<file path="src/rtl/wish_pack_arb_pkg.sv">
// Shared types and width helpers for the Wishbone pack-datapath arbiter.
package wish_pack_arb_pkg;

    typedef enum logic {
        IDLE  = 1'b0,
        BURST = 1'b1
    } arb_state_t;

    function automatic int clog2_min1(input int n);
        return (n > 1) ? $clog2(n) : 1;
    endfunction

    function automatic int idx_width(input int n_src);
        return clog2_min1(n_src);
    endfunction

    function automatic int cnt_width(input int n_pack);
        return clog2_min1(n_pack);
    endfunction

endpackage

</file>
<file path="src/rtl/wish_pack_arb_rr.sv">
// Combinational round-robin pick: first set request after the last winner, with wrap.
module rr_arbiter
    import wish_pack_arb_pkg::*;
#(
    parameter int N  = 4,
    parameter int IW = idx_width(N)
) (
    input  logic [N-1:0]  req,
    input  logic [IW-1:0] last,
    output logic [N-1:0]  gnt,
    output logic [IW-1:0] idx
);

    int            pos;
    logic          found;
    logic [IW-1:0] sel;

    always_comb begin
        gnt   = '0;
        idx   = '0;
        found = 1'b0;
        pos   = 0;
        sel   = '0;
        for (int k = 1; k <= N; k++) begin
            pos = (int'(last) + k) % N;
            sel = IW'(pos);
            if (!found && req[sel]) begin
                found    = 1'b1;
                gnt[sel] = 1'b1;
                idx      = sel;
            end
        end
    end

endmodule

</file>
<file path="src/rtl/wish_pack_arb.sv">
// Shares one Wishbone packer source port among NUM_SRC masters, one full pack per grant.
//   state | meaning
//   IDLE  | no grant; arbitrate among requesting sources
//   BURST | source `last` owns the packer until NUM_PACK words are accepted
module wish_pack_arb
    import wish_pack_arb_pkg::*;
#(
    parameter int NUM_SRC    = 4,
    parameter int DATA_WIDTH = 8,
    parameter int TGC_WIDTH  = 2,
    parameter int NUM_PACK   = 4
) (
    input  logic                          clk_i,
    input  logic                          rst_n_i,
    input  logic [NUM_SRC-1:0]            s_cyc_i,
    input  logic [NUM_SRC-1:0]            s_stb_i,
    input  logic [NUM_SRC*DATA_WIDTH-1:0] s_dat_i,
    input  logic [NUM_SRC*TGC_WIDTH-1:0]  s_tgc_i,
    output logic [NUM_SRC-1:0]            s_ack_o,
    output logic [NUM_SRC-1:0]            s_stall_o,
    output logic                          m_cyc_o,
    output logic                          m_stb_o,
    output logic [DATA_WIDTH-1:0]         m_dat_o,
    output logic [TGC_WIDTH-1:0]          m_tgc_o,
    input  logic                          m_ack_i,
    input  logic                          m_stall_i,
    output logic [NUM_SRC-1:0]            grant_o,
    output logic                          busy_o
);

    localparam int IW = idx_width(NUM_SRC);
    localparam int CW = cnt_width(NUM_PACK);

    arb_state_t         state;
    logic [NUM_SRC-1:0] grant;
    logic [IW-1:0]      last;
    logic [CW-1:0]      wcnt;

    logic [NUM_SRC-1:0] req;
    logic [NUM_SRC-1:0] arb_gnt;
    logic [IW-1:0]      arb_idx;
    logic               accept;

    assign req = s_cyc_i & s_stb_i;

    rr_arbiter #(
        .N  (NUM_SRC),
        .IW (IW)
    ) u_rr (
        .req  (req),
        .last (last),
        .gnt  (arb_gnt),
        .idx  (arb_idx)
    );

    // In BURST, `last` is the granted index and drives the mux directly.
    always_comb begin
        m_cyc_o   = 1'b0;
        m_stb_o   = 1'b0;
        m_dat_o   = '0;
        m_tgc_o   = '0;
        s_ack_o   = '0;
        s_stall_o = '0;
        if (rst_n_i) begin
            s_stall_o = req;
            if (state == BURST) begin
                m_cyc_o         = s_cyc_i[last];
                m_stb_o         = s_stb_i[last];
                m_dat_o         = s_dat_i[int'(last)*DATA_WIDTH +: DATA_WIDTH];
                m_tgc_o         = s_tgc_i[int'(last)*TGC_WIDTH +: TGC_WIDTH];
                s_ack_o[last]   = m_ack_i & req[last];
                s_stall_o[last] = m_stall_i;
            end
        end
    end

    assign accept  = (state == BURST) && m_cyc_o && m_stb_o && m_ack_i;
    assign grant_o = grant;
    assign busy_o  = (state == BURST);

    always_ff @(posedge clk_i or negedge rst_n_i) begin
        if (!rst_n_i) begin
            state <= IDLE;
            grant <= '0;
            last  <= IW'(NUM_SRC - 1);
            wcnt  <= '0;
        end else begin
            case (state)
                IDLE: begin
                    if (|req) begin
                        grant <= arb_gnt;
                        last  <= arb_idx;
                        wcnt  <= '0;
                        state <= BURST;
                    end
                end
                BURST: begin
                    // Grant is held until a full pack lands, even if the source pauses.
                    if (accept) begin
                        if (wcnt == CW'(NUM_PACK - 1)) begin
                            grant <= '0;
                            wcnt  <= '0;
                            state <= IDLE;
                        end else begin
                            wcnt <= wcnt + 1'b1;
                        end
                    end
                end
                default: state <= IDLE;
            endcase
        end
    end

endmodule

</file>
<file path="config.mk">
export PLATFORM = sky130hd
export DESIGN_NAME = wish_pack_arb
export DESIGN_NICKNAME = d
export VERILOG_FILES = /design/src/rtl/wish_pack_arb_pkg.sv /design/src/rtl/wish_pack_arb_rr.sv /design/src/rtl/wish_pack_arb.sv
export SDC_FILE = /design/constraint.sdc
export NUM_CORES = 1
export LEC_CHECK = 0
export BUFFER_PORTS_ARGS = -buffer_cell sky130_fd_sc_hd__buf_2
export CAP_MARGIN = 15
export CELL_PAD_IN_SITES_DETAIL_PLACEMENT = 2
export CELL_PAD_IN_SITES_GLOBAL_PLACEMENT = 2
export CORE_MARGIN = 2
export CORE_UTILIZATION = 28
export DETAILED_ROUTE_END_ITERATION = 12
export PLACE_DENSITY = 0.95
export SLEW_MARGIN = 20
export SYNTH_ARGS = -nofsm -noshare
export SYNTH_HDL_FRONTEND = slang
export SYNTH_HIERARCHICAL = 1
export SYNTH_SLANG_ARGS = --single-unit
export TNS_END_PERCENT = 10
</file>
<file path="constraint.sdc">
create_clock -name clk_i -period 4.3 [get_ports clk_i]
set_input_delay 0.43 -clock clk_i [delete_from_list [all_inputs] [get_ports clk_i]]
set_output_delay 0.43 -clock clk_i [all_outputs]
set_load 0.02 [all_outputs]
</file>
Yosys cells after proc, flatten, opt, wreduce, memory -nomap -nowiden. Index checks and enable logic that the tools add are counted.

Register bits: 9. Input bits: 52. Output and inout port bits: 25.

$add $sub $neg: 5. Order comparisons: 10. Equal/unequal tests: 4. Shifts and indexed selects: 2. Muxes and demuxes: 60. Bitwise logic cells: 7. Reduce and logical (&&, ||, !) cells: 18.

Operator list (count): $mux 4 (11); $shiftx 32x6->8 (1); $mux 1 (22); $mux 2 (9); $mux 8 (2); $lt 2x3->1 const B (5); $bmux 1 s2 (7); $or 4x4->4 (3); $logic_and 1x1->1 (11); $demux 1 s2 (5); $ge 2x1->1 const B (5); $and 4x4->4 (2); $pmux 4 s2 (1); $shiftx 8x4->2 (1); $add 2x1->2 const B (3); $add 2x2->2 const B (2); $bwmux 4 (1); $ne 2x1->1 const B (2); $pmux 2 s2 (1); $reduce_and 2->1 (2); $reduce_or 4->1 (1); $logic_not 1->1 (3); $reduce_and 3->1 (1); $eq 2x2->1 const B (1); 4 further kinds (4).

Depth between registers and ports, before layout.
Depth in word-level cells: 15. Gate-level depth with buffers: 10. Depth with buffers taken out: 8.

Hierarchy. Netlist, hierarchy kept.

Modules (own cells, without submodules): wish_pack_arb (times used 1, cells an instance 102, area each 1029.7 sq um); rr_arbiter (times used 1, cells an instance 68, area each 545.5 sq um).

Worst setup path after synthesis. No wires, ideal clock.

Path type: reg-to-reg. Start: register last[0]. End: register grant[0] (netlist: grant_o[0]). Setup time: 120 ps. Arrival time: 2278 ps. Slack: 1902 ps. Cell stages (with the launch flop): 11. Period minus slack after synthesis: 2398 ps. Cell sequence: dfstp_2 > buf_4 > inv_1 > ha_1 > buf_4 > mux4_2 > nand2_1 > o21ai_0 > a221o_2 > mux2i_1 > nor2_1.

Word-level cells in the longest chain between the ends: 15.

Ends and longest elaborated chain: start, declared (RTL line wish_pack_arb.sv:36) `logic [IW-1:0] last;`; start signal, assigned (RTL line wish_pack_arb.sv:85) `last <= IW'(NUM_SRC - 1);`; start signal, assigned (RTL line wish_pack_arb.sv:92) `last <= arb_idx;`; branches (longest 12 deep; another with $lt 2x3->1); $mux 4 (*) (RTL line wish_pack_arb_rr.sv:27) `if (!found && req[sel]) begin`; named net arb_gnt[0] (RTL line wish_pack_arb.sv:40) `logic [NUM_SRC-1:0] arb_gnt;`; $mux 4 (*) (RTL line wish_pack_arb.sv:90) `if (|req) begin`; $pmux 4 s2 (*) (RTL line wish_pack_arb.sv:88) `case (state)`; end signal, assigned (RTL line wish_pack_arb.sv:91) `grant <= arb_gnt;`; end, declared (RTL line wish_pack_arb.sv:35) `logic [NUM_SRC-1:0] grant;`.

Mark *: on every way through the listed nets, which the timed path passes. The select of a mux whose other input is x is not followed. A chain may end at the register's enable or synchronous reset.

Worst setup path in the final report.
Start: register last[0]. End: output port m_dat_o[6].

Word-level cells in the longest chain between the ends: 3.

Ends and longest elaborated chain: $shiftx 32x6->8 (RTL line wish_pack_arb.sv:69) `m_dat_o = s_dat_i[int'(last)*DATA_WIDTH +: DATA_WIDTH];`; $mux 8 (RTL line wish_pack_arb.sv:66) `if (state == BURST) begin`; $mux 8 (RTL line wish_pack_arb.sv:64) `if (rst_n_i) begin`; end, declared (RTL line wish_pack_arb.sv:23) `output logic [DATA_WIDTH-1:0] m_dat_o,`.

No other way between the ends.

==> impl_metrics.py <==
metrics = {
    "outcome": {
        "status": "complete, no violations",
    },
    "clocking": {
        "post_cts_buffers": 0,
        "path_clk_slew_ns": 0.05,
        "cts_tree": "built",
        "cts_root_buffer": "clkbuf_8",
        "htreeDepth": 1,
        "cts_sinks": 9,
        "insertion_delay_ns": 0.24,
        "cts_inserted_buffers": 3,
        "cts-resized-gates": 0,
        "holdBufCountCts": 0,
        "cts_buffer_depth": 2,
    },
    "die": {
        "num_rows": 27,
        "pin_count": 77,
        "start_util_pct": 28.8,
        "chipWidth_um": 79.0,
        "core_area_um2": 5470,
        "die_h_um": 79.0,
        "dieArea_um2": 6240,
    },
    "yosys": {
        "yosys.area.top_type": "mux4_2",
        "ys_seq_elements": 9,
        "synthArstFlopShare_pct": 100,
        "ys_seq_area_share_pct": 14.5,
        "yosysWarnings": 6,
        "synth_area_leaders": "mux4_2 (16%), dfrtp_1 (11%), nor2b_1 (8.3%), ha_1 (7.1%), mux2i_1 (6.4%)",
        "ys_types": 43,
        "synth_edf_count": 0,
        "synth_flop_cell": "dfrtp_1",
        "synth_fp_nets": 231,
        "synth_area_um2": 1580,
        "synthCells": 170,
        "yosysTopAreaCellShare_pct": 15.7,
        "syn_avg_cell_area_um2": 9.27,
    },
    "placed_design": {
        "dp_cells": 306,
        "hpwl_mm": 4.94,
        "io_buffers": 76,
        "placed_cell_area_um2": 1950,
        "pre_cts_ws_ns": 1.76,
        "place.gp.congestion": 0.725,
    },
    "cells_and_area": {
        "register_area_um2": 228,
        "finish.utilization_pct": 36.4,
        "stdcell_area_um2": 1990,
        "final.fill_count": 628,
        "final_nets": 300,
        "areaGrowthSynthToFinish_pct": 26.5,
        "fin_cells": 310,
        "diodes": 0,
        "drive_gt1_share_pct": 47.1,
        "multi_input_area_um2": 1210,
    },
    "routing": {
        "drc": 0,
        "ant_nets": 0,
        "drtIter0Drc": 114,
        "routedLengthMet1_mm": 2.48,
        "wl_met2_mm": 3.28,
        "highest_layer": "met4",
        "vias": 1697,
        "wirelength_mm": 6.33,
        "wl_met3_um": 469,
        "drtPass1Iterations": 4,
        "wl_per_cell_um": 20.4,
        "drt-vias-per-instance": 5.47,
    },
    "power_and_ir_drop": {
        "cellLeakagePower_nw": 0.927,
        "power_density_nw_per_um2": 271,
        "peakVddDrop_v": 0.0000973,
    },
    "setup_path": {
        "critPathMaxStageDelay_ns": 0.59,
        "critPathSlowestCell": "mux4_2",
        "crit_buf_inv": 2,
        "worst_ep_arrival_time_ns": 2.16,
        "cp-start-kind": "flip-flop",
        "crit_chain": "buf_4 -> mux4_2 -> nor2b_1 -> buf_2",
        "required_ns": 3.87,
        "worst-setup-path-type": "flip-flop to primary output",
        "crit_family": "buffers and inverters",
        "crit_path_end_kind": "primary output",
        "cp_max_fo": 40,
    },
    "global_routing": {
        "grt_first_pass_wirelength_mm": 9.64,
        "grt_start_max_net_pins": 41,
        "antenna_found_initial": 0,
        "grt_pass1_vias": 1787,
        "grt_overflow_total": 0,
        "grt.total_usage_pct": 19.7,
    },
    "sta": {
        "finalSetupTns_ns": 0,
        "finalSetupViolations": 0,
        "fin_crit_sh_pct": 60.2,
        "fin_crit_ns": 2.59,
        "slew_violations": 0,
        "tightest_slew_ns": 0.590,
        "worst_slack_ns": 1.71,
        "fmax_mhz": 386,
        "hold_viol": 0,
        "skew_ns": 0.0103,
        "relSlewSlack_pct": 60.6,
        "rsz0062_at_grt": "no",
    },
    "worst_hold_path": {
        "hold_class": "input pin to async pin",
    },
    "flow_run": {
        "max_cap_violations": 0,
    },
}
synth_stat cells (4+ instances only):
cell	instances
mux2_2	4
dfrtp_1	7
inv_1	7
nand2_1	20
ha_1	9
mux4_2	11
nor2_1	13
mux2i_1	10
o21ai_0	6
a221o_2	4
buf_6	4
nor2b_1	21
final cells by class:
class,count,share of cell area [%]
clock buffers,3,2.07
clock inverters,1,0.251
inverters,7,1.32
multi-input cells,140,60.6
flip-flops and latches,9,11.4
well taps,72,4.52
repair buffers,78,19.8
sequential cells by signal (all words and copies together) (netlist names):
register	flops
last	2
wcnt	2
grant_o	4
busy_o	1
final timing paths:
path | start | end | slack, ns | cells after the start
max reg2reg | last[0] | grant_o[0] | 1.75 | 7
min reg2reg | grant_o[3] | grant_o[3] | 0.54 | 2
min | rst_n_i | wcnt[0] | 0.11 | 1
max | last[0] | m_dat_o[6] | 1.71 | 4
max in group asynchronous | rst_n_i | last[1] | 3.87 | 1
min in group clk_i | grant_o[3] | grant_o[3] | 0.54 | 2
routing by layer:
metal  vias to the layer above  GRT usage (%)
li1                        767              -
met1                       849           22.2
met2                        73           37.9
met3                         8           3.98
met4                         0           4.14
met5                         -              0
report_power, final:
| group | internal, mW | switching [mW] | leakage, nW |
|---|---|---|---|
| Sequential | 0.101 | 0.0143 | 0.109 |
| Clock | 0.0634 | 0.0370 | 0.0255 |
| Combinational | 0.143 | 0.182 | 0.793 |
cells by family after synthesis:
group	synth area share, %
and+or+nand+nor	24.9
DFF	14.5
adders and majority gates	7.15
AOI/OAI and AO/OA	16.0
buffers and inverters	8.90
muxes	28.5
per-stage QoR:
stage	hold slack, ns	power, mW
final	0.106	0.541
after global routing	0.117	0.575
after CTS	0.106	0.541
after detailed placement	0.354	0.434
after global placement	0.346	0.407
after floorplan	0.134	0.343
layout by cell type (no fill, tap or decap), types with 4 or more instances in the layout:
master    n
buf_2    76
nor2b_1  21
nand2_1  20
nor2_1   13
mux4_2   11
mux2i_1  10
ha_1      9
inv_1     7
dfrtp_1   7
o21ai_0   6
mux2_2    4
a221o_2   4
No activity file was read; power rests on OpenSTA's default activity.
